==> src/rtl/alu_pkg.sv <==
// Shared definitions for the ALU issue path: ALU opcodes, MIPS op/funct codes and
// the issue entry carried through the skid buffer.
package alu_pkg;

    localparam logic [3:0] ALU_NOP   = 4'b0000;
    localparam logic [3:0] ALU_U_ADD = 4'b1000;
    localparam logic [3:0] ALU_U_SUB = 4'b1001;
    localparam logic [3:0] ALU_S_ADD = 4'b1100;
    localparam logic [3:0] ALU_S_SUB = 4'b1101;

    localparam logic [5:0] OP_RTYPE = 6'h00;
    localparam logic [5:0] OP_ADDI  = 6'h08;
    localparam logic [5:0] OP_ADDIU = 6'h09;

    localparam logic [5:0] FN_ADD  = 6'h20;
    localparam logic [5:0] FN_ADDU = 6'h21;
    localparam logic [5:0] FN_SUB  = 6'h22;
    localparam logic [5:0] FN_SUBU = 6'h23;

    typedef struct packed {
        logic [31:0] a;
        logic [31:0] b;
        logic [3:0]  opcode;
        logic        illegal;
    } issue_entry_t;

    localparam issue_entry_t ENTRY_RESET = '{a: 32'h0000_0000, b: 32'h0000_0000,
                                             opcode: 4'b0000, illegal: 1'b0};

    function automatic logic [31:0] sign_ext16(input logic [15:0] imm);
        return {{16{imm[15]}}, imm};
    endfunction

endpackage

==> src/rtl/alu_skid_buf.sv <==
// Two-entry valid/ready skid buffer for issue entries. The main slot drives the
// outputs; in_ready depends only on registered skid occupancy.
module alu_skid_buf
    import alu_pkg::*;
(
    input  logic         clk,
    input  logic         rst,
    input  logic         in_valid,
    output logic         in_ready,
    input  issue_entry_t in_entry,
    output logic         out_valid,
    input  logic         out_ready,
    output issue_entry_t out_entry
);

    logic         main_valid_r;
    issue_entry_t main_r;
    logic         skid_full_r;
    issue_entry_t skid_r;
    logic         accept_s;
    logic         emit_s;

    assign accept_s  = in_valid & ~skid_full_r;
    assign emit_s    = main_valid_r & out_ready;
    assign in_ready  = ~skid_full_r;
    assign out_valid = main_valid_r;
    assign out_entry = main_r;

    // Slot movement: skid refills main first, otherwise new entries land in main
    // when it frees up this cycle and spill to the skid slot when it does not.
    always_ff @(posedge clk or posedge rst) begin
        if (rst) begin
            main_valid_r <= 1'b0;
            main_r       <= ENTRY_RESET;
            skid_full_r  <= 1'b0;
            skid_r       <= ENTRY_RESET;
        end else if (emit_s && skid_full_r) begin
            main_r      <= skid_r;
            skid_full_r <= 1'b0;
        end else if (accept_s && (!main_valid_r || emit_s)) begin
            main_r       <= in_entry;
            main_valid_r <= 1'b1;
        end else if (accept_s) begin
            skid_r      <= in_entry;
            skid_full_r <= 1'b1;
        end else if (emit_s) begin
            main_valid_r <= 1'b0;
        end
    end

endmodule

==> src/rtl/alu_issue_stage.sv <==
// ALU issue stage: decodes MIPS arithmetic instructions into ALU opcode/operands and
// hands them to a skid buffer. Define ALU_ISSUE_FWD_EN to add operand forwarding ports.
module alu_issue_stage
    import alu_pkg::*;
#(
    parameter int DATA_W = 32,
    parameter int REG_AW = 5
) (
    input  logic              clk,
    input  logic              rst,
    input  logic              in_valid,
    output logic              in_ready,
    input  logic [31:0]       in_instr,
    input  logic [DATA_W-1:0] in_rs_val,
    input  logic [DATA_W-1:0] in_rt_val,
`ifdef ALU_ISSUE_FWD_EN
    input  logic              fwd_valid,
    input  logic [REG_AW-1:0] fwd_reg,
    input  logic [31:0]       fwd_data,
`endif
    output logic              out_valid,
    input  logic              out_ready,
    output logic [DATA_W-1:0] out_a,
    output logic [DATA_W-1:0] out_b,
    output logic [3:0]        out_opcode,
    output logic              out_illegal
);

    logic [5:0]        op_s;
    logic [5:0]        funct_s;
    logic [15:0]       imm_s;
    logic [3:0]        opcode_s;
    logic              illegal_s;
    logic              use_imm_s;
    logic              rtype_s;
    logic [31:0]       a_s;
    logic [31:0]       b_s;
    issue_entry_t      entry_s;
    issue_entry_t      held_s;

    assign op_s    = in_instr[31:26];
    assign funct_s = in_instr[5:0];
    assign imm_s   = in_instr[15:0];

    // Opcode decode; unknown encodings become NOP flagged illegal.
    always_comb begin
        opcode_s  = ALU_NOP;
        illegal_s = 1'b1;
        use_imm_s = 1'b0;
        rtype_s   = 1'b0;
        case (op_s)
            OP_RTYPE: begin
                rtype_s = 1'b1;
                case (funct_s)
                    FN_ADD:  begin opcode_s = ALU_S_ADD; illegal_s = 1'b0; end
                    FN_SUB:  begin opcode_s = ALU_S_SUB; illegal_s = 1'b0; end
                    FN_ADDU: begin opcode_s = ALU_U_ADD; illegal_s = 1'b0; end
                    FN_SUBU: begin opcode_s = ALU_U_SUB; illegal_s = 1'b0; end
                    default: begin opcode_s = ALU_NOP;   illegal_s = 1'b1; end
                endcase
            end
            OP_ADDI: begin
                opcode_s  = ALU_S_ADD;
                illegal_s = 1'b0;
                use_imm_s = 1'b1;
            end
            OP_ADDIU: begin
                opcode_s  = ALU_U_ADD;
                illegal_s = 1'b0;
                use_imm_s = 1'b1;
            end
            default: begin
                opcode_s  = ALU_NOP;
                illegal_s = 1'b1;
            end
        endcase
    end

`ifdef ALU_ISSUE_FWD_EN
    logic [REG_AW-1:0] rs_s;
    logic [REG_AW-1:0] rt_s;
    logic              fwd_live_s;
    logic              fwd_rs_hit_s;
    logic              fwd_rt_hit_s;

    assign rs_s         = in_instr[25:21];
    assign rt_s         = in_instr[20:16];
    assign fwd_live_s   = fwd_valid & (fwd_reg != {REG_AW{1'b0}});
    assign fwd_rs_hit_s = fwd_live_s & (fwd_reg == rs_s);
    // Only register-sourced B is forwarded; immediates come straight from the word.
    assign fwd_rt_hit_s = fwd_live_s & rtype_s & (fwd_reg == rt_s);
    assign a_s = fwd_rs_hit_s ? fwd_data : in_rs_val;
    assign b_s = use_imm_s ? sign_ext16(imm_s) : (fwd_rt_hit_s ? fwd_data : in_rt_val);
`else
    assign a_s = in_rs_val;
    assign b_s = use_imm_s ? sign_ext16(imm_s) : in_rt_val;
`endif

    assign entry_s.a       = a_s;
    assign entry_s.b       = b_s;
    assign entry_s.opcode  = opcode_s;
    assign entry_s.illegal = illegal_s;

    alu_skid_buf u_skid (
        .clk       (clk),
        .rst       (rst),
        .in_valid  (in_valid),
        .in_ready  (in_ready),
        .in_entry  (entry_s),
        .out_valid (out_valid),
        .out_ready (out_ready),
        .out_entry (held_s)
    );

    assign out_a       = held_s.a;
    assign out_b       = held_s.b;
    assign out_opcode  = held_s.opcode;
    assign out_illegal = held_s.illegal;

endmodule

==> config.mk <==
export PLATFORM = sky130hd
export DESIGN_NAME = alu_issue_stage
export DESIGN_NICKNAME = d
export VERILOG_FILES = /design/src/rtl/alu_pkg.sv /design/src/rtl/alu_skid_buf.sv /design/src/rtl/alu_issue_stage.sv
export SDC_FILE = /design/constraint.sdc
export NUM_CORES = 1
export LEC_CHECK = 0
export BUFFER_PORTS_ARGS = -buffer_cell sky130_fd_sc_hd__clkbuf_2
export CAP_MARGIN = 10
export CORE_MARGIN = 2
export CORE_UTILIZATION = 56
export CTS_CLUSTER_SIZE = 8
export DETAILED_ROUTE_END_ITERATION = 8
export PLACE_DENSITY = 0.85
export SLEW_MARGIN = 20
export SYNTH_ARGS = -nofsm -noshare
export SYNTH_HDL_FRONTEND = slang
export SYNTH_SLANG_ARGS = --single-unit
export TNS_END_PERCENT = 1
==> constraint.sdc <==
create_clock -name clk -period 10 [get_ports clk]
set_input_delay 1 -clock clk [delete_from_list [all_inputs] [get_ports clk]]
set_output_delay 1 -clock clk [all_outputs]
set_load 0.02 [all_outputs]
# Word level (Yosys, flattened, before mapping)
# Cells that the tools add are included.
word_totals:
  out_inout_bits: 71
  elab_cells: 50
  register_bits: 140
  inputBits: 100
op_classes:
  n_eq_ne: 8
  reduce_logical: 13
  n_mux: 14
  n_bitwise: 5
op_table:
  columns: ["op", "n"]
  rows:
  - ["two-way mux 69 bit", 2]
  - ["two-way mux 32 bit", 1]
  - ["equality test 6 bit (second input constant)", 4]
  - ["case mux 4 bit (4 select lines)", 1]
  - ["equality test 6 x 4 -> 1 bit (second input constant)", 2]
  - ["case mux 4 bit (3 select lines)", 1]
  - ["two-way mux 1 bit", 8]
  - ["zero test 6 bit", 1]
  - ["AND reduction 3 bit", 2]
  - ["nonzero test 2 bit", 3]
  - ["OR reduction 4 bit", 1]
  - ["NOT 1 bit", 3]
  - ["bitwise AND 1 bit", 2]
  - ["logical AND 1 bit", 2]
  - ["inequality test 2 x 1 -> 1 bit (second input constant)", 1]
  - ["inequality test 2 bit (second input constant)", 1]
  - ["case mux 1 bit (2 select lines)", 1]
  - ["AND reduction 2 bit", 1]
  - ["OR reduction 2 bit", 1]
  - ["zero test 1 bit", 1]
  - ["logical OR 1 bit", 1]

# Longest topological paths before layout
# Gate-level depths: netlist of run 1.
depth:
  word_depth: 6
  depth_mapped: 7
  depth_no_buf: 4

# Hierarchy
# A second synthesis of run 1 with hierarchy kept.
hier_totals:
  cells_unflattened: 458
  hier_area_um2: 6304.8
modules_own_cells:
  columns: ["module", "seq_area_each_um2", "cells_each", "n_inst", "area_per_inst_um2"]
  rows:
  - ["alu_skid_buf", 3503.4, 408, 1, 5811.8]
  - ["alu_issue_stage", 0.0, 50, 1, 493.0]

# Least setup slack after synthesis of run 1
# No wires, ideal clock.
synth_timing:
  path_kind: "input -> register"
  start: "input out_ready"
  end: "register u_skid.main_r (netlist bit u_skid.out_entry[46])"
  path_buffers: 2
  setup_slack_ns: 7.976
  cell_stages: 6
  t_arrival_ns: 1.906
  setup_ns: 0.118
  t_required_ns: 9.882
  cell_sequence: "and2b_4 buf_6 nor2_4 buf_6 a22o_1 a21o_1"
synth_between:
  elab_chain_len: 4
  elab_cells_between_ends: 6
  cone_classes: "mux (1); bitwise (1); reduce/logical (4)"
synth_lines:
  columns: ["item", "line_no", "source"]
  rows:
  - ["start: declaration", "alu_issue_stage.sv:22", "input logic out_ready,"]
  - ["bitwise AND 1 bit (*)", "alu_skid_buf.sv:24", "assign emit_s = main_valid_r & out_ready;"]
  - ["logical OR 1 bit", "alu_skid_buf.sv:40", "end else if (accept_s && (!main_valid_r || emit_s)) begin"]
  - ["logical AND 1 bit", "alu_skid_buf.sv:40", null]
  - ["nonzero test 2 bit (no line)", null, null]
  - ["end signal: assignment", "alu_skid_buf.sv:38", "main_r <= skid_r;"]
  - ["end signal: assignment", "alu_skid_buf.sv:41", "main_r <= in_entry;"]
  - ["end: declaration", "alu_skid_buf.sv:17", "issue_entry_t main_r;"]
# Mark *: on every way between the ends. The rest lies on a longest branch, timed or not.
# A chain may end at the register's enable or synchronous reset.

# Worst setup path in the final report of run 1
layout_timing:
  start: "register u_skid.main_valid_r (netlist: u_skid.out_valid)"
  end: "register u_skid.skid_r[3] (netlist name)"
layout_between:
  elab_chain_len: 5
  elab_cells_between_ends: 8
  cone_classes: "bitwise (3); reduce/logical (5)"
layout_lines:
  columns: ["item", "line_no", "source"]
  rows:
  - ["start: declaration", "alu_skid_buf.sv:16", "logic main_valid_r;"]
  - ["start signal: assignment", "alu_skid_buf.sv:33", "main_valid_r <= 1'b0;"]
  - ["start signal: assignment", "alu_skid_buf.sv:42", "main_valid_r <= 1'b1;"]
  - ["start signal: assignment", "alu_skid_buf.sv:47", "main_valid_r <= 1'b0;"]
  - ["bitwise AND 1 bit / zero test 1 bit (equally long branches)", "alu_skid_buf.sv:24, alu_skid_buf.sv:40", null]
  - ["logical OR 1 bit", "alu_skid_buf.sv:40", null]
  - ["logical AND 1 bit", "alu_skid_buf.sv:40", null]
  - ["NOT 1 bit (no line)", null, null]
  - ["AND reduction 3 bit (no line) (*)", null, null]
  - ["end signal: assignment", "alu_skid_buf.sv:44", "skid_r <= in_entry;"]
  - ["end: declaration", "alu_skid_buf.sv:19", "issue_entry_t skid_r;"]
# Marked as above.

==> flow_metrics.tcl, run 1 <==
set metrics [dict create \
    syn_inst 591 \
    die-area_um2 11900 \
    track_usage 0.267 \
    grt_pass1_wl_um 24500 \
    routedWlPerCell_um 17.3 \
    viasPerCell 5.92 \
    hpwlAfterDp_um 9500 \
    clock_sinks 138 \
    cts_hold_buf 0 \
    die_w_um 109 \
    grt_overflow_total 0 \
    tightest_slew_ns 1.06 \
    startpoint_type "flip-flop" \
    yosysSeqAreaShare 0.561 \
    synth_top_area_cell "dfrtp_1" \
    portBuffers 159 \
    coreArea_um2 10800 \
    reg2reg_depth 4 \
    clk_path_buf_depth 2 \
    drt_iter0_markers 395 \
    status "complete, no violations" \
    routed_wl_um 15200 \
    drc 0 \
    num_rows 38 \
    cts_max_level 4 \
    hold_slack_ns 0.476 \
    startpoint "u_skid.out_valid$_DFFE_PP0P_" \
    clockRootBuffer "clkbuf_8" \
    avgSynthCellArea_um2 10.4 \
    ff2ff_setup_slack_ns 7.36 \
    crit_path_end "u_skid.skid_r[3]$_DFFE_PP0P_" \
    cp_max_fo 102 \
    syn_to_final_growth_pct 22.0 \
    numCtsBuffers 17 \
    vias 5200 \
    period_needed_ns 2.64 \
    skew_ns 0.00674 \
    antenna_found_initial 0 \
    die_h_um 109 \
    drive_gt1_frac 0.283 \
    rsz0062_at_grt "no" \
    n_antenna_cell 0 \
    irDropWorstVdd_uv 162 \
    grt_pass1_vias 5070 \
    netlist-cell-type-count 39 \
    maxCapViolations 0 \
    crit_required_ns 10.40 \
    clock_latency_ns 0.52 \
    fin_crit_sh 0.264 \
    synth_edf_count 0 \
    hp-class "reg -> reg" \
    ys_warn_count 0 \
    end_kind "flip-flop" \
    arrival_ns 3.05 \
    fin_tns_setup_ns 0 \
    clkTransAtPathRegs_ns 0.06 \
    drv_slew 0 \
    initial_utilization 0.571 \
    postCtsSetupBuffers 0 \
    synth_top_cell_area_share 0.561 \
    cts_tree "yes" \
    fin_nets 827 \
    cts.repair.resized 0 \
    slew_headroom 0.295 \
    grt_max_degree 103 \
    async_reset_ff_frac 1.00 \
    fmax_mhz 378 \
    num_io_pins 171 \
    hold_violations 0 \
    synth_area_um2 6160 \
    synth_nets 691 \
    cellLeakagePower_nw 3.98 \
    synth-main-ff-cell "dfrtp_1" \
    ys_ff_latch 138 \
    timing.rr.end "u_skid.skid_r[3]$_DFFE_PP0P_" \
    synthTopCellsByArea "dfrtp_1 (56%), nand2_1 (8.3%), a22o_1 (5.3%), a32o_1 (4.4%), o21ai_0 (3.9%)" \
    place_congestion 0.748 \
    power.density_nw_per_um2 338 \
    r2r-start "u_skid.out_valid$_DFFE_PP0P_" \
    ant_nets 0 \
    setup-violations-final 0 \
    path_class "reg -> reg" \
    drt_first_pass_iters 5 \
]
-- per-stage QoR --
stage                     std cells   util  setup WS, ns  power [mW]  cell area (µm²)
after floorplan                 591      -          5.30        1.62             6160
after global placement          847  0.638          6.66        1.85             6880
after CTS                       879  0.696          7.17        2.55             7520
after detailed placement        848  0.640          6.64        1.90             6910
after global routing            879  0.696          7.08        2.70             7520
final                           879  0.696          7.36        2.54             7520
-- synthesized netlist by cell type (2+ instances only) --
cell	number
inv_1	5
nor3_1	2
dfrtp_1	138
mux2i_1	16
a22o_1	37
nand2_1	136
a32o_1	27
a21oi_1	47
a22oi_1	7
clkbuf_1	9
o21ai_1	21
o21ai_0	48
buf_4	5
buf_6	11
buf_1	2
nand2b_1	3
o31ai_1	2
buf_2	21
a221o_1	3
nor2_1	2
a21o_1	31
-- layout make-up --
class / instances / area (µm²)
clock buffer: 19 / 432
multi-input combinational: 399 / 2390
fill: 802 / 3280
timing repair buffer: 165 / 861
inverter: 6 / 27.5
sequential: 138 / 3450
tap: 140 / 175
clock inverter: 12 / 174
-- report_power, final --
group | leakage [nW] | internal (mW) | switching [mW]
Combinational | 1.96 | 0.340 | 0.579
Clock | 0.297 | 0.409 | 0.231
Sequential | 1.72 | 0.817 | 0.166
-- per-layer routing --
layer  vias to the layer above  part of all wire  wire, µm  track usage
li1                       2383                 -         -            -
met5                         -                 0         0            0
met3                        21             0.075      1140       0.0753
met2                       210              0.50      7590        0.437
met1                      2586              0.41      6250        0.342
met4                         0             0.016       238       0.0925
-- critical path, stage by stage (launching register included) --
cell and delay, ns:
dfrtp_1 0.38, buf_4 0.43, and2b_4 0.54, nand2_4 0.65
o31ai_1 0.46
-- registers in the layout, summed over array words and instances, names as in the netlist --
register,count
u_skid.out_entry,68
u_skid.skid_full_r,1
u_skid.skid_r,68
u_skid.out_valid,1
-- kinds of logic (layout without fill, tap and decap cells) --
| family | count (synthesis) | in the layout | share of synthesized area |
|---|---|---|---|
| other cells | 1 | 1 | 0.000609 |
| flops | 138 | 138 | 0.561 |
| buf+inv | 54 | 202 | 0.0536 |
| simple gates | 156 | 156 | 0.109 |
| mux | 17 | 17 | 0.0278 |
| compound gates | 225 | 225 | 0.248 |
-- worst min path at each step --
stage / from / to / cells past startpoint
2_1_floorplan: u_skid.skid_r[68]$_DFFE_PP0P_ / u_skid.skid_r[68]$_DFFE_PP0P_ / 2
3_3_place_gp: u_skid.out_entry[54]$_DFFE_PP0P_ / u_skid.out_entry[54]$_DFFE_PP0P_ / 1
3_5_place_dp: u_skid.skid_r[52]$_DFFE_PP0P_ / u_skid.skid_r[52]$_DFFE_PP0P_ / 2
4_1_cts: u_skid.out_entry[40]$_DFFE_PP0P_ / u_skid.out_entry[40]$_DFFE_PP0P_ / 1
5_1_grt: u_skid.out_entry[40]$_DFFE_PP0P_ / u_skid.out_entry[40]$_DFFE_PP0P_ / 1
6_report: u_skid.skid_r[65]$_DFFE_PP0P_ / u_skid.skid_r[65]$_DFFE_PP0P_ / 2
-- placed cells by master (no fill, tap or decap), types with 2 or more instances in the layout --
cell type / instances
a21o_1: 31
a21oi_1: 47
a221o_1: 3
a22o_1: 37
a22oi_1: 7
a32o_1: 27
buf_4: 5
bufinv_16: 4
clkbuf_16: 16
clkbuf_2: 159
clkbuf_8: 2
clkinv_2: 4
clkinv_4: 3
dfrtp_1: 138
inv_1: 4
mux2i_1: 16
nand2_1: 135
nand2b_1: 3
nor3_1: 2
o21ai_0: 48
o21ai_1: 21
o31ai_1: 2
Power figures use the tool's default switching activity.
==> run 2: changes to the inputs <==
Settings changed: CORE_UTILIZATION 56 to 52, PLACE_DENSITY 0.85 to 0.79.
Clock period 10 ns to 2.67 ns, I/O delays scaled along.
==> flow_metrics.tcl, run 2 (synthesis gave the netlist of run 1 again) <==
set metrics [dict create \
    final_common_cell "clkbuf_2" \
    layout_common_cells "clkbuf_2 (159), dfrtp_1 (138), nand2_1 (135)" \
    top_usage_layer "met2" \
    syn_to_final_growth_pct 23.2 \
    irDropWorstVdd_uv 831 \
    fmax_mhz 520 \
    cp_max_fo 19 \
    slew_headroom 0.448 \
    hpwlAfterDp_um 9770 \
    vias 5156 \
    clkTransAtPathRegs_ns 0.06 \
    fin_nets 834 \
    routed_wl_um 15200 \
    portBuffers 159 \
    hp-class "in -> reg" \
    clockRootBuffer "clkbuf_16" \
    maxCapViolations 0 \
    arrival_ns 2.25 \
    path_class "reg -> reg" \
    grt_use_met3 0.0723 \
    drt_iter0_markers 388 \
    num_rows 39 \
    clock_sinks 138 \
    cellLeakagePower_nw 4.01 \
    cts_max_level 4 \
    hold_slack_ns 0.0647 \
    grt_util_met2 0.396 \
    drt_first_pass_iters 5 \
    numCtsBuffers 17 \
    cts_tree "yes" \
    grt_pass1_wl_um 25000 \
    clk_path_buf_depth 2 \
    drv_slew 0 \
    fin_crit_sh 0.721 \
    coreArea_um2 11500 \
    period_needed_ns 1.92 \
    grt_max_degree 62 \
    drc 0 \
    rsz0062_at_grt "no" \
    drive_gt1_frac 0.288 \
    tightest_slew_ns 0.825 \
    end_kind "flip-flop" \
    viasPerCell 5.79 \
    die-area_um2 12700 \
    grt_util_met1 0.320 \
    antenna_found_initial 0 \
    initial_utilization 0.537 \
    postCtsSetupBuffers 0 \
    setup-violations-final 0 \
    grt_overflow_total 0 \
    track_usage 0.247 \
    n_antenna_cell 0 \
    power.density_nw_per_um2 1260 \
    fill_cells 865 \
    fin_tns_setup_ns 0 \
    die_h_um 113 \
    ant_nets 0 \
    clock_latency_ns 0.41 \
    place_congestion 0.735 \
    hold_violations 0 \
    routedWlPerCell_um 17.1 \
    num_io_pins 171 \
    status "complete, no violations" \
    grt_pass1_vias 5135 \
    die_w_um 113 \
    startpoint_type "flip-flop" \
    crit_required_ns 2.99 \
    skew_ns 0.00733 \
]
run 2: cell count changes in the layout (fill, tap and decap cells not counted), sizes merged:
cell,change
buf,+6
clkinvlp,+2
clkbuf,+1
clkinv,-1
dlygate4sd3,+1
inv,-1
run 2: repair_timing:
action                    4_1_cts  5_1_grt
resized for setup               0        0
hold endpoints to repair       26        0
hold buffers                    1        0
run 2: metrics by stage:
step | power [mW] | instance area, µm² | instances | setup WS [ns] | util
2_1_floorplan | 6.08 | 6160 | 591 | 0.682 | -
3_3_place_gp | 6.97 | 6960 | 857 | 0.669 | 0.607
4_1_cts | 9.64 | 7590 | 890 | 0.674 | 0.662
6_report | 9.59 | 7590 | 890 | 0.745 | 0.662
5_1_grt | 10.2 | 7590 | 890 | 0.583 | 0.662
3_5_place_dp | 7.16 | 6960 | 857 | 0.594 | 0.607
run 2: final timing paths:
path / start / end / slack, ns / cells after the start
max: u_skid.skid_full_r$_DFFE_PP0P_ / u_skid.out_entry[17]$_DFFE_PP0P_ / 0.75 / 4
min in group asynchronous: rst / u_skid.skid_r[6]$_DFFE_PP0P_ / 0.48 / 3
max in group asynchronous: rst / u_skid.out_entry[28]$_DFFE_PP0P_ / 1.37 / 4
max reg2reg: u_skid.skid_full_r$_DFFE_PP0P_ / u_skid.out_entry[17]$_DFFE_PP0P_ / 0.75 / 4
min reg2reg: u_skid.skid_r[68]$_DFFE_PP0P_ / u_skid.skid_r[68]$_DFFE_PP0P_ / 0.47 / 2
min: in_rs_val[20] / u_skid.skid_r[57]$_DFFE_PP0P_ / 0.06 / 3
run 2: power breakdown:
part	internal, mW	leakage [nW]	switching, mW
combinational	1.30	2.00	2.16
clock	1.58	0.300	0.865
sequential	3.06	1.72	0.616
run 2: per-layer routing:
layer | vias to the layer above | share of wire
met5 | - | 0
met4 | 0 | 0.012
met3 | 15 | 0.076
met2 | 216 | 0.51
met1 | 2534 | 0.41
li1 | 2391 | -
run 2: final cells by class:
type / count / area (µm²) / share of cell area
timing repair buffer: 172 / 921 / 0.121
inverter: 6 / 26.3 / 0.00346
multi-input combinational: 399 / 2390 / 0.315
tap: 143 / 179 / 0.0236
clock inverter: 12 / 173 / 0.0227
sequential: 138 / 3450 / 0.455
clock buffer: 20 / 447 / 0.0588
run 2: critical path, cell delays in order, from the launching register on:
cell and delay [ns]:
dfrtp_1 0.50, nor2b_4 0.24, nand2_1 0.48, buf_4 0.41, o21ai_0 0.20
